===== src/rtl/cond_pkg.sv =====
// Shared types and condition-code evaluation for the E-stage conditional unit.
package cond_pkg;

  typedef logic [3:0] flags_t;  // {V,C,N,Z}

  typedef enum logic [3:0] {
    EQ, NE, CS, CC, MI, PL, VS, VC,
    HI, LS, GE, LT, GT, LE, AL, NV
  } cond_e;

  localparam int FLAG_V   = 3;
  localparam int FLAG_C   = 2;
  localparam int FLAG_N   = 1;
  localparam int FLAG_Z   = 0;
  localparam int FLAGW_NZ = 1;
  localparam int FLAGW_CV = 0;

  function automatic logic cond_eval(input cond_e cd, input flags_t f);
    logic v, c, n, z;
    v = f[FLAG_V];
    c = f[FLAG_C];
    n = f[FLAG_N];
    z = f[FLAG_Z];
    case (cd)
      EQ: cond_eval = z;
      NE: cond_eval = ~z;
      CS: cond_eval = c;
      CC: cond_eval = ~c;
      MI: cond_eval = n;
      PL: cond_eval = ~n;
      VS: cond_eval = v;
      VC: cond_eval = ~v;
      HI: cond_eval = ~z & c;
      LS: cond_eval = z | ~c;
      GE: cond_eval = ~(n ^ v);
      LT: cond_eval = n ^ v;
      GT: cond_eval = ~z & ~(n ^ v);
      LE: cond_eval = z | (n ^ v);
      AL: cond_eval = 1'b1;
      default: cond_eval = 1'b0;  // NV: reserved, never fires
    endcase
  endfunction

endpackage


===== src/rtl/flag_reg.sv =====
// Architectural {V,C,N,Z} register with independent NZ / CV write groups.
// FLAG_SHADOW_EN adds an interrupt shadow copy (IrqEntry saves, IrqRet restores).
module flag_reg
  import cond_pkg::*;
(
  input  logic       clk,
  input  logic       rst_n,
  input  logic       we_nz,
  input  logic       we_cv,
  input  logic [3:0] alu_flags,
`ifdef FLAG_SHADOW_EN
  input  logic       irq_entry,
  input  logic       irq_ret,
`endif
  output logic [3:0] flags
);

  flags_t nxt;

`ifdef FLAG_SHADOW_EN
  flags_t shadow;

  // Shadow captures the pre-update flags; with irq_ret in the same cycle this swaps.
  always_ff @(posedge clk or negedge rst_n)
    if (!rst_n)         shadow <= '0;
    else if (irq_entry) shadow <= flags;
`endif

  always_comb begin
    nxt = flags;
    if (we_nz) nxt[FLAG_N:FLAG_Z] = alu_flags[FLAG_N:FLAG_Z];
    if (we_cv) nxt[FLAG_V:FLAG_C] = alu_flags[FLAG_V:FLAG_C];
`ifdef FLAG_SHADOW_EN
    if (irq_ret) nxt = shadow;
`endif
  end

  always_ff @(posedge clk or negedge rst_n)
    if (!rst_n) flags <= '0;
    else        flags <= nxt;

endmodule


===== src/rtl/cond_flag_unit.sv =====
// E-stage condition evaluation, write-enable gating, M-stage enables and squash counter.
// Optional FLAG_SHADOW_EN exposes IrqEntry/IrqRet for interrupt flag save/restore.
module cond_flag_unit
  import cond_pkg::*;
#(
  parameter int CNT_W = 16
) (
  input  logic             clk,
  input  logic             rst_n,
  input  logic             Valid,
  input  logic             Stall,
  input  logic             Flush,
  input  logic [3:0]       Cond,
  input  logic [3:0]       ALUFlags,
  input  logic [1:0]       FlagW,
  input  logic             RegW,
  input  logic             MemW,
  input  logic             PCS,
`ifdef FLAG_SHADOW_EN
  input  logic             IrqEntry,
  input  logic             IrqRet,
`endif
  output logic [3:0]       Flags,
  output logic             CondEx,
  output logic             PCSrc,
  output logic             RegWriteM,
  output logic             MemWriteM,
  output logic [CNT_W-1:0] SquashCnt
);

  logic fire, upd, squash;

  assign CondEx = cond_eval(cond_e'(Cond), Flags);
  assign fire   = Valid & CondEx & ~Flush;
  assign upd    = fire & ~Stall;
  assign squash = Valid & ~CondEx & ~Flush & ~Stall;
  assign PCSrc  = PCS & fire;

  flag_reg u_flag_reg (
    .clk       (clk),
    .rst_n     (rst_n),
    .we_nz     (upd & FlagW[FLAGW_NZ]),
    .we_cv     (upd & FlagW[FLAGW_CV]),
    .alu_flags (ALUFlags),
`ifdef FLAG_SHADOW_EN
    .irq_entry (IrqEntry),
    .irq_ret   (IrqRet),
`endif
    .flags     (Flags)
  );

  always_ff @(posedge clk or negedge rst_n)
    if (!rst_n) begin
      RegWriteM <= 1'b0;
      MemWriteM <= 1'b0;
    end else if (Flush) begin
      RegWriteM <= 1'b0;
      MemWriteM <= 1'b0;
    end else if (!Stall) begin
      RegWriteM <= RegW & fire;
      MemWriteM <= MemW & fire;
    end

  always_ff @(posedge clk or negedge rst_n)
    if (!rst_n)                              SquashCnt <= '0;
    else if (squash && (SquashCnt != '1))   SquashCnt <= SquashCnt + CNT_W'(1);

endmodule


===== config.mk =====
export PLATFORM = sky130hd
export DESIGN_NAME = cond_flag_unit
export DESIGN_NICKNAME = d
export VERILOG_FILES = /design/src/rtl/cond_pkg.sv /design/src/rtl/flag_reg.sv /design/src/rtl/cond_flag_unit.sv
export SDC_FILE = /design/constraint.sdc
export NUM_CORES = 1
export LEC_CHECK = 0
export ABC_AREA = 1
export CAP_MARGIN = 20
export CORE_MARGIN = 5
export CORE_UTILIZATION = 48
export DETAILED_ROUTE_END_ITERATION = 7
export PLACE_DENSITY_LB_ADDON = 0.3
export REMOVE_ABC_BUFFERS = 1
export SLEW_MARGIN = 20
export SYNTH_ARGS = -nofsm -noshare
export SYNTH_HDL_FRONTEND = slang
export SYNTH_SLANG_ARGS = --single-unit

===== constraint.sdc =====
create_clock -name clk -period 1.7 [get_ports clk]
set_input_delay 0.255 -clock clk [delete_from_list [all_inputs] [get_ports clk]]
set_output_delay 0.255 -clock clk [all_outputs]
set_load 0.01 [all_outputs]

# Word-level counts from Yosys, hierarchy flattened
# Index checks and enable logic that the tools add are counted.
word_totals:
  ff_bits: 22
  in_bits: 18
  output_inout_bits: 24
  wordCells: 53
op_classes:
  addsub: 1
  n_eq_ne: 16
  n_mux: 5
  bitwise: 24
  n_reduce_logical: 2
ops:
  columns: ["operator", "count"]
  rows:
  - ["== test 4 bit (second input constant)", 7]
  - ["adder 16 x 1 -> 16 bit (second input constant)", 1]
  - ["== test 4 x 3 -> 1 bit (second input constant)", 4]
  - ["!= test 16 bit (second input constant)", 1]
  - ["case mux 1 bit (15 select lines)", 1]
  - ["AND 1 bit", 13]
  - ["== test 4 x 2 -> 1 bit (second input constant)", 2]
  - ["NOT 1 bit", 8]
  - ["== test 4 x 1 -> 1 bit (second input constant)", 1]
  - ["logical NOT 4 bit", 1]
  - ["two-way mux 1 bit", 4]
  - ["!= test 2 x 1 -> 1 bit (second input constant)", 1]
  - ["OR 1 bit", 2]
  - ["logical AND 1 bit", 1]
  - ["XOR 1 bit", 1]

# Depth between registers and ports, before layout
# Gate-level depths: netlist of run 1.
logic_depth:
  depth_word: 9
  depth_mapped: 12
  depth_no_buf: 12

# Hierarchy
# Synthesis of run 1 repeated with hierarchy kept, for this count alone.
unflattened:
  hier_cells: 220
  area_unflattened_um2: 1511.4
modules_own_cells:
  columns: ["mod", "n_inst", "cells_each", "area_each_um2", "seq_area_each_um2"]
  rows:
  - ["cond_flag_unit", 1, 202, 1358.8, 450.4]
  - ["flag_reg", 1, 18, 152.6, 100.1]

# Worst setup path after synthesis of run 1
# No wires, ideal clock.
synth_timing:
  path_kind: "register -> register"
  from: "register SquashCnt[0]"
  to: "register SquashCnt[10]"
  setup_time_ps: 119
  arrival_ps: 1520
  required_ps: 1581
  slack_ps: 62
  path_stages_with_launch: 8
  path_buffers: 1
  period_less_slack_ps: 1638
  path_cell_list: "dfrtp_1 -> ha_1 -> nand3_2 -> nor2_2 -> nand4_2 -> clkbuf_1 -> nand4_1 -> nand2_1"
synth_via:
  elab_chain_cells: 2
  word_cells_on_any_way: 3
  cone_classes: "add/sub: 1; eq/ne: 1; reduce/logical: 1"
synth_lines:
  columns: ["element", "line", "rtl"]
  rows:
  - ["start, declared", "cond_flag_unit.sv:28", "output logic [CNT_W-1:0] SquashCnt"]
  - ["start signal, assigned", "cond_flag_unit.sv:66", "else if (squash && (SquashCnt != '1)) SquashCnt <= SquashCnt + CNT_W'(1);"]
  - ["parallel branches: the longest is 2 deep, another holds adder 16 x 1 -> 16 bit", null, null]
# Parallel ways; which one is timed is not known.
# A chain may end at the register's enable or synchronous reset.

# Worst setup path in the final report of run 1
layout_timing:
  from: "register u_flag_reg.flags[3]"
  to: "output port CondEx"
layout_via:
  elab_chain_cells: 4
  word_cells_on_any_way: 6
  cone_classes: "mux: 1; bitwise: 5"
layout_lines:
  columns: ["element", "line", "rtl"]
  rows:
  - ["start, declared", "flag_reg.sv:15", "output logic [3:0] flags"]
  - ["start signal, assigned", "flag_reg.sv:40", "else flags <= nxt;"]
  - ["XOR 1 bit", null, null]
  - ["NOT 1 bit", "cond_pkg.sv:35, cond_pkg.sv:37", null]
  - ["AND 1 bit", "cond_pkg.sv:37", "GT: cond_eval = ~z & ~(n ^ v);"]
  - ["case mux 1 bit (15 select lines) *", "cond_pkg.sv:24", "case (cd)"]
  - ["end, declared", "cond_flag_unit.sv:24", "output logic CondEx,"]
# Mark *: on every way between the ends. The rest lies on a longest branch, timed or not.

==> flow_summary.toml, run 1 <==
[power_and_ir_drop]
vdd_ir_drop_max_uv = 901
clkPwrFrac_pct = 19.8
power_density_mw_per_mm2 = 862
p_seq_share_pct = 33.8
p_sw_mw = 0.794
finalPower_mw = 2.11
sw_frac_of_total_pct = 37.7
cellLeakagePower_nw = 1.21
pwr-share-comb_pct = 46.4
p_int_mw = 1.31

[detailed_routing]
vias = 1867
drtAntennaViolNets = 0
drt_iter0_drc = 166
vias_per_cell = 5.54
wl_mm = 5.06
wire_per_inst_um = 15.0
dr.pass1.iters = 4
drc = 0

[timing]
tns_ns = -0.777
skew_ns = 0.0118
finalSetupViolCount = 13
worst_pin_slew_ns = 0.315
drv_slew = 0
slew_headroom_pct = 79.0
finalHoldViolCount = 0
worst_slack_ns = -0.248
fmax_mhz = 513
fin_crit_ns = 1.95
post-route-period-util_pct = 115
rsz0062_at_grt = "true"

[clock_tree]
cts_tree = "done"
root_buffer = "clkbuf_4"
cts.sinks = 22
cts.reportedPaths.clkPinSlew_ns = 0.14
h-tree-depth = 1
cts_buffers = 3
clock_latency_ns = 0.32
cts_buffer_depth = 2

[final_layout]
layout.nets = 313
final_core_util_pct = 79.5
final_cells = 337
fin_area_sq_mm = 0.00245
layout-drive-gt1-share_pct = 31.1
syn_to_final_growth_pct = 57.0
diodes = 0

[place]
portBuffers = 41
dp.cells = 328
gp_congestion = 0.865
dpl_cell_area_sq_mm = 0.00217
place_hpwl_mm = 3.05

[yosys]
yosys_warnings = 0
synth_flop_cell = "dfrtp_1"
yosysSeqAreaShare_pct = 35.3
ys_types = 24
synth_common_cells = "nand2_1 (85), nor2_1 (24), dfrtp_1 (22)"
synth_async_sr_flop_share_pct = 100
synth_cells = 224
synth.most_common_cell = "nand2_1"
synth-edff-count = 0
synth_top_cell_by_area = "dfrtp_1"
synth.avg_cell_area_sq_um = 6.95
netlist_top_cells_area = "dfrtp_1 (35%), nand2_1 (20%), nand4_1 (8.4%)"
synth_seq_cells = 22
synth_top_area_share_pct = 35.3
synth_area_sq_mm = 0.00156

[floorplanning]
ios = 42
start_util_pct = 50.6
die_area_sq_mm = 0.00448
core_sq_mm = 0.00308
std_cell_rows = 20
die_y_um = 67.0
fp.dieW_um = 67.0

[critical_path]
crit_path_end_kind = "output pin"
r2r_cells = 12
arrival_ns = 1.69
startpoint_type = "flip-flop"
crit_path_max_incr_delay_ns = 0.47
crit_required_ns = 1.44
worstSetupPathType = "reg2out"
critPathMaxFanout = 4
crit_chain = "buf_4 -> nand2_1 -> nand2_1 -> nand2_1 -> nand2_2 -> buf_6 -> nor2_4 -> nand2_2 -> buf_6"
crit_slowest_cell = "dfrtp_2"
cpMostUsedCell = "nand2_1"

[grt]
grt_pass1_vias = 1621
grt_pass1_wl_mm = 7.51
grtUsageTotal_pct = 21.9
grt_overflow_total = 0
antenna_found_initial = 0
grt_max_degree = 23

[outcome]
outcome = "finished, violations left"
violations = "setup timing"

[min_path]
hold_class = "in2async"

[flow_run]
drv_cap = 0
[path summary, 6_finish.rpt]
path	to	slack (ns)	from
worst max-delay path	CondEx	-0.25	u_flag_reg.flags[3]
worst min-delay path	SquashCnt[12]	0.26	rst_n
worst max register to register	u_flag_reg.flags[0]	-0.06	u_flag_reg.flags[3]
worst min register to register	MemWriteM	0.54	MemWriteM
max in group asynchronous	u_flag_reg.flags[0]	1.18	rst_n
min in group clk	RegWriteM	0.49	RegW
[power groups by stage]
stage               Combinational [mW]  Sequential, mW  Clock [mW]
global placement                 0.795           0.693           0
detailed placement               0.798           0.693           0
finish                           0.979           0.713       0.417
CTS                              0.833           0.688       0.414
global route                      1.06           0.724       0.439
floorplan                        0.325           0.728           0
[layout by cell type (no fill, tap or decap), drive strengths merged, types with 6 or more instances in the layout]
cell type,synthesis,routed
buf,3,31
clkdlybuf4s50,0,32
dfrtp,22,22
dlygate4sd2,0,6
inv,15,15
nand2,89,89
nand3,20,20
nand4,23,24
nor2,28,28
xor2,8,8
[layer usage]
metal | vias up | GRT usage, % | routed length [um]
li1 | 881 | - | -
met1 | 876 | 30.8 | 2110
met2 | 90 | 35.0 | 2490
met3 | 20 | 3.37 | 301
met4 | 0 | 5.32 | 153
met5 | - | 0 | 0
[kinds of logic after synthesis]
family	share of synthesized area [%]
flip-flops	35.3
AO/OA/AOI/OAI	1.04
AND/OR/NAND/NOR	49.4
adder cells (fa/ha/maj)	0.803
buffers and inverters	6.10
XOR/XNOR	7.31
[worst max-delay path: cells and delay by family (launching register included)]
family | cells | cell delay, ns
simple gates | 6 | 0.51
flops | 1 | 0.47
buf+inv | 3 | 0.42
[area by class of cell]
type                    count  area, sq um
clock inverters             1         30.0
clock buffers               3         22.5
flip-flops and latches     22          557
well taps                  44         55.1
multi-input cells         182         1080
fillers                   226          632
repair buffers             70          646
inverters                  15         58.8
[registers in the layout, indices dropped and copies added, names as in the netlist]
name / count
MemWriteM: 1
SquashCnt: 16
u_flag_reg.flags: 4
RegWriteM: 1
[metrics by stage]
stage / worst slack (ns) / hold slack, ns
floorplan: -0.183 / -0.0406
global placement: -0.773 / 0.503
detailed placement: -0.795 / 0.494
CTS: -0.185 / 0.273
global route: -0.314 / 0.282
finish: -0.248 / 0.265
[repair_timing]
action | 4_1_cts | 5_1_grt
endpoints found under the setup margin | 21 | 26
setup buffers | 2 | 3
cloned | 1 | 0
gates resized for setup | 27 | 47
pin swaps | 5 | 12
hold buffers | 0 | 0
(Power assumes the default switching activity.)
==> run 2, diff against run 1 <==
--- a/config.mk
+++ b/config.mk
@@ -8,9 +8,9 @@
 export ABC_AREA = 1
 export CAP_MARGIN = 20
 export CORE_MARGIN = 5
-export CORE_UTILIZATION = 48
+export CORE_UTILIZATION = 44
 export DETAILED_ROUTE_END_ITERATION = 7
-export PLACE_DENSITY_LB_ADDON = 0.3
+export PLACE_DENSITY = 0.87
 export REMOVE_ABC_BUFFERS = 1
 export SLEW_MARGIN = 20
 export SYNTH_ARGS = -nofsm -noshare
==> constraint.sdc (replaced) <==
create_clock -name clk -period 1.6 [get_ports clk]
set_input_delay 0.24 -clock clk [delete_from_list [all_inputs] [get_ports clk]]
set_output_delay 0.24 -clock clk [all_outputs]
set_load 0.01 [all_outputs]
==> flow_summary.toml, run 2 (synthesis results as in run 1) <==
[final_layout]
diodes = 0
reg_top3 = "SquashCnt (16), u_flag_reg.flags (4)"
largest_register = "SquashCnt"
final_common_cell = "nand2_1"
mostFrequentLayoutCells = "nand2_1 (70), buf_4 (40), clkdlybuf4s50_1 (24)"
syn_to_final_growth_pct = 68.3
layout-drive-gt1-share_pct = 34.3
nFillCells = 215
layout.nets = 335
largest_reg_flops = 16
final_core_util_pct = 77.3

[detailed_routing]
vias_per_cell = 5.55
drc = 0
vias = 2005
dr.pass1.iters = 6
drtAntennaViolNets = 0
wire_per_inst_um = 16.7
wl_met2_mm = 3.10
wl_met3_um = 505
drt_iter0_drc = 194
wl_met1_mm = 2.24
wl_mm = 6.03
top_layer_used = "met4"

[critical_path]
crit_path_max_incr_delay_ns = 0.45
crit_chain = "inv_2 -> nand2_2 -> nand2_2 -> nand2_2 -> nand2_1 -> nor2_2 -> nand3_2 -> nor2_4 -> nor3b_2 -> buf_2"
crit_buf_inv = 2
crit_required_ns = 1.36
cpMostUsedCell = "nand2_2"
worstSetupPathType = "reg2out"
crit_path_end_kind = "output pin"
arrival_ns = 1.72
reg2reg_from = "u_flag_reg.flags[3]"
crit_slowest_cell = "dfrtp_1"
startpoint_type = "flip-flop"
ff2ff_setup_slack_ns = -0.20
critPathMaxFanout = 5
r2r_cells = 13
critical_path.top_delay_family = "simple AND/OR/NAND/NOR gates"
worstReg2RegEnd = "SquashCnt[13]"

[power_and_ir_drop]
cellLeakagePower_nw = 1.42
vdd_ir_drop_max_uv = 762
finalPower_mw = 2.29
power_density_mw_per_mm2 = 872

[outcome]
violations = "setup timing"
outcome = "finished, violations left"

[grt]
grt_max_degree = 23
grt_pass1_wl_mm = 8.34
grtUsageTotal_pct = 20.3
antenna_found_initial = 0
grt_pass1_vias = 1884
grt_overflow_total = 0

[timing]
slew_headroom_pct = 80.3
fmax_mhz = 510
worst_pin_slew_ns = 0.296
fin_crit_ns = 1.96
finalHoldViolCount = 0
post-route-period-util_pct = 123
worst_slack_ns = -0.362
finalSetupViolCount = 24
drv_slew = 0
skew_ns = 0.00537
rsz0062_at_grt = "true"

[clock_tree]
cts_buffers = 3
h-tree-depth = 1
root_buffer = "clkbuf_4"
clock_latency_ns = 0.31
cts_buffer_depth = 2
cts_tree = "done"
cts_hold_buffers = 0
cts.reportedPaths.clkPinSlew_ns = 0.13
cts.sinks = 22

[floorplanning]
core_sq_mm = 0.00339
std_cell_rows = 21
die_area_sq_mm = 0.00483
fp.dieW_um = 69.5
die_y_um = 69.5
start_util_pct = 46.0
ios = 42

[place]
gp_congestion = 0.870
dp_slack_ns = -0.851
place_hpwl_mm = 3.19
portBuffers = 41

[flow_run]
drv_cap = 0

[min_path]
hold_class = "in2async"
==> run 2: power by group <==
| group | switching (mW) | total, mW | leakage, nW | internal (mW) |
|---|---|---|---|---|
| clock | 0.182 | 0.321 | 0.0210 | 0.139 |
| sequential | 0.0921 | 0.734 | 0.284 | 0.642 |
| combinational | 0.601 | 1.23 | 1.12 | 0.631 |
==> run 2: cell type report <==
| cell class | count | area (sq um) | area share, % |
|---|---|---|---|
| Inverter | 15 | 56.3 | 2.15 |
| Tap cell | 46 | 57.6 | 2.20 |
| Clock buffer | 4 | 36.3 | 1.38 |
| Timing Repair Buffer | 92 | 857 | 32.7 |
| Sequential cell | 22 | 562 | 21.4 |
| Multi-Input combinational cell | 182 | 1050 | 40.1 |
==> run 2: worst max path at each step <==
stage	start	endpoint	slack, ns	cells past startpoint
after CTS	u_flag_reg.flags[3]	PCSrc	-0.27	10
final	u_flag_reg.flags[3]	PCSrc	-0.36	10
after detailed placement	Cond[2]	PCSrc	-0.85	9
after floorplan	Flush	SquashCnt[10]	-0.27	6
after global routing	u_flag_reg.flags[3]	PCSrc	-0.42	8
after global placement	Cond[1]	PCSrc	-0.76	10
==> run 2: timing repair <==
item / 4_1_cts / 5_1_grt
pin swaps: 5 / 13
cloned: 1 / 1
resized for setup: 35 / 48
endpoints found under the hold margin: 0 / 0
setup endpoints to repair: 32 / 38
buffers inserted: 4 / 12
==> run 2: routing by layer <==
layer  vias to the layer above  track usage (%)
met3                        29             3.48
li1                        924                -
met2                       137             35.3
met1                       915             25.3
met5                         -                0
met4                         0             6.72
==> run 2: worst reg2reg max path, cell delays in order (launching register included) <==
cell	delay, ns
dfrtp_1	0.45
inv_2	0.08
nand2_2	0.06
nand2_2	0.07
nand2_2	0.09
nand2_1	0.07
nor2_2	0.11
nand3_2	0.12
nor2_4	0.16
buf_6	0.13
buf_6	0.09
buf_8	0.11
nand4_1	0.11
nand2_1	0.09
==> run 2: per-stage QoR <==
| step | TNS (ns) | area, sq um | hold slack, ns | instances |
|---|---|---|---|---|
| after floorplan | -4.54 | 1520 | -0.0556 | 218 |
| after global placement | -11.37 | 2250 | 0.498 | 340 |
| after detailed placement | -12.32 | 2250 | 0.499 | 340 |
| after CTS | -1.08 | 2360 | 0.273 | 348 |
| after global routing | -5.55 | 2620 | 0.273 | 361 |
| final | -4.13 | 2620 | 0.265 | 361 |
==> run 3, diff against run 2 <==
--- a/config.mk
+++ b/config.mk
@@ -12,7 +12,6 @@
 export DETAILED_ROUTE_END_ITERATION = 7
 export PLACE_DENSITY = 0.87
 export REMOVE_ABC_BUFFERS = 1
-export SLEW_MARGIN = 20
 export SYNTH_ARGS = -nofsm -noshare
 export SYNTH_HDL_FRONTEND = slang
 export SYNTH_SLANG_ARGS = --single-unit
==> results of run 3 <==
Final layout, timing and power as in run 2 (identical DEF).
==> RTL change: new RTL, config.mk and constraints of run 2 <==
Register the output `SquashCnt` once more, cleared by the reset; this adds one clock of latency there. The other outputs are not delayed to match.
--- a/src/rtl/cond_flag_unit.sv
+++ b/src/rtl/cond_flag_unit.sv
@@ -29,2 +29,4 @@
 );
+
+  logic [CNT_W-1:0] SquashCnt_s0;
 
@@ -64,4 +66,12 @@
   always_ff @(posedge clk or negedge rst_n)
-    if (!rst_n)                              SquashCnt <= '0;
-    else if (squash && (SquashCnt != '1))   SquashCnt <= SquashCnt + CNT_W'(1);
+    if (!rst_n)                              SquashCnt_s0 <= '0;
+    else if (squash && (SquashCnt_s0 != '1))   SquashCnt_s0 <= SquashCnt_s0 + CNT_W'(1);
+
+  always_ff @(posedge clk or negedge rst_n) begin
+      if (!rst_n) begin
+          SquashCnt <= '0;
+      end else begin
+          SquashCnt <= SquashCnt_s0;
+      end
+  end
 
Formal check against the unedited RTL: not equivalent (Yosys sat finds a counterexample within 4 cycles, from zero or initial values and one cycle with rst_n low).
==> RTL change against run 2 <==
The run still ends with negative setup slack left. Total power is 28% higher. Sequential power rose by 61%. Sequential cell count grew 16. Area after synthesis is 25% higher. Final area grew 10%. Wire length shrank 11%. Critical path depth is the same. Setup slack improved by 0.052 ns. Largest power group is now registers.
==> RTL change: results (changes against run 2) <==
status complete, but fails checks (unchanged); failing checks negative setup slack (unchanged); vias in the first global route 1994 (was 1884); routed wl met2 2740 um (was 3100 um); Wirelength per Cell 14.7 um (was 16.7 um); Total Neg Setup Slack -3.33 ns (was -4.13 ns); Pleak 0.00140 uW (was 0.00142 uW); clock power share 0.227 (was 0.140); r2r worst-path depth 12 (was 13); ClkCell Share 0.0316 (was 0.0138); setup violators final 18 (was 24); worst r2r src u_flag_reg.flags[1] (was u_flag_reg.flags[3]); setup ws final -0.310 ns (was -0.362 ns); bufs w/o clock 74 (was 92); clock root buffer clkbuf_8 (was clkbuf_4); Layout Skew 0.00577 ns (was 0.00537 ns); P_seq 1180 uW (was 734 uW); routing usage on met1 0.211 (was 0.253); count of non-CTS inverters in the layout 14 (was 15); GR Util All Layers 0.189 (was 0.203); WP data arrival 1.67 ns (was 1.72 ns); Seq/Total Area, Yosys 0.488 (was 0.353); #MultiIn Comb 180 (was 182); Least-Margin Pin Slew 0.460 ns (was 0.296 ns); layout cells sized above 1 0.283 (was 0.343); synth top area cells dfrtp_1 49%, nand2_1 16%, nand4_1 7.1% (was dfrtp_1 35%, nand2_1 20%, nand4_1 8.4%); Placed Cells incl. Taps 352 (was 340); biggest regs SquashCnt: 16 flops, SquashCnt_s0: 16 flops, u_flag_reg.flags: 4 flops (was SquashCnt: 16 flops, u_flag_reg.flags: 4 flops); Gate Count Post-Synth 237 (was 224); slowest stage cell on the critical path dfrtp_2 (was dfrtp_1); CP Max Fanout 4 (was 5)
[RTL change: logic make-up after synthesis]
group,count (synthesis),synth area share
AO/OA/AOI/OAI,2,0.00835
XOR/XNOR,13,0.0584
adder cells (fa/ha/maj),1,0.00642
buffers and inverters,20,0.0456
flip-flops,38,0.488
AND/OR/NAND/NOR,163,0.393
[RTL change: how the worst max path moves through the flow]
stage / start / endpoint / slack [ns] / cells after the start
after floorplan: Flush / SquashCnt_s0[0] / -0.25 / 6
after global placement: Cond[0] / PCSrc / -0.77 / 10
after detailed placement: Cond[1] / PCSrc / -0.82 / 10
after CTS: u_flag_reg.flags[3] / PCSrc / -0.26 / 10
after global routing: u_flag_reg.flags[1] / PCSrc / -0.38 / 8
final: u_flag_reg.flags[3] / PCSrc / -0.31 / 10
[RTL change: timing repair]
action                                  in CTS  in global routing
resized for setup                           30                 34
pin swaps                                    6                 16
hold endpoints to repair                    30                  0
setup buffers                                4                  3
hold buffers                                 1                  0
cloned                                       1                  0
endpoints found under the setup margin      27                 24
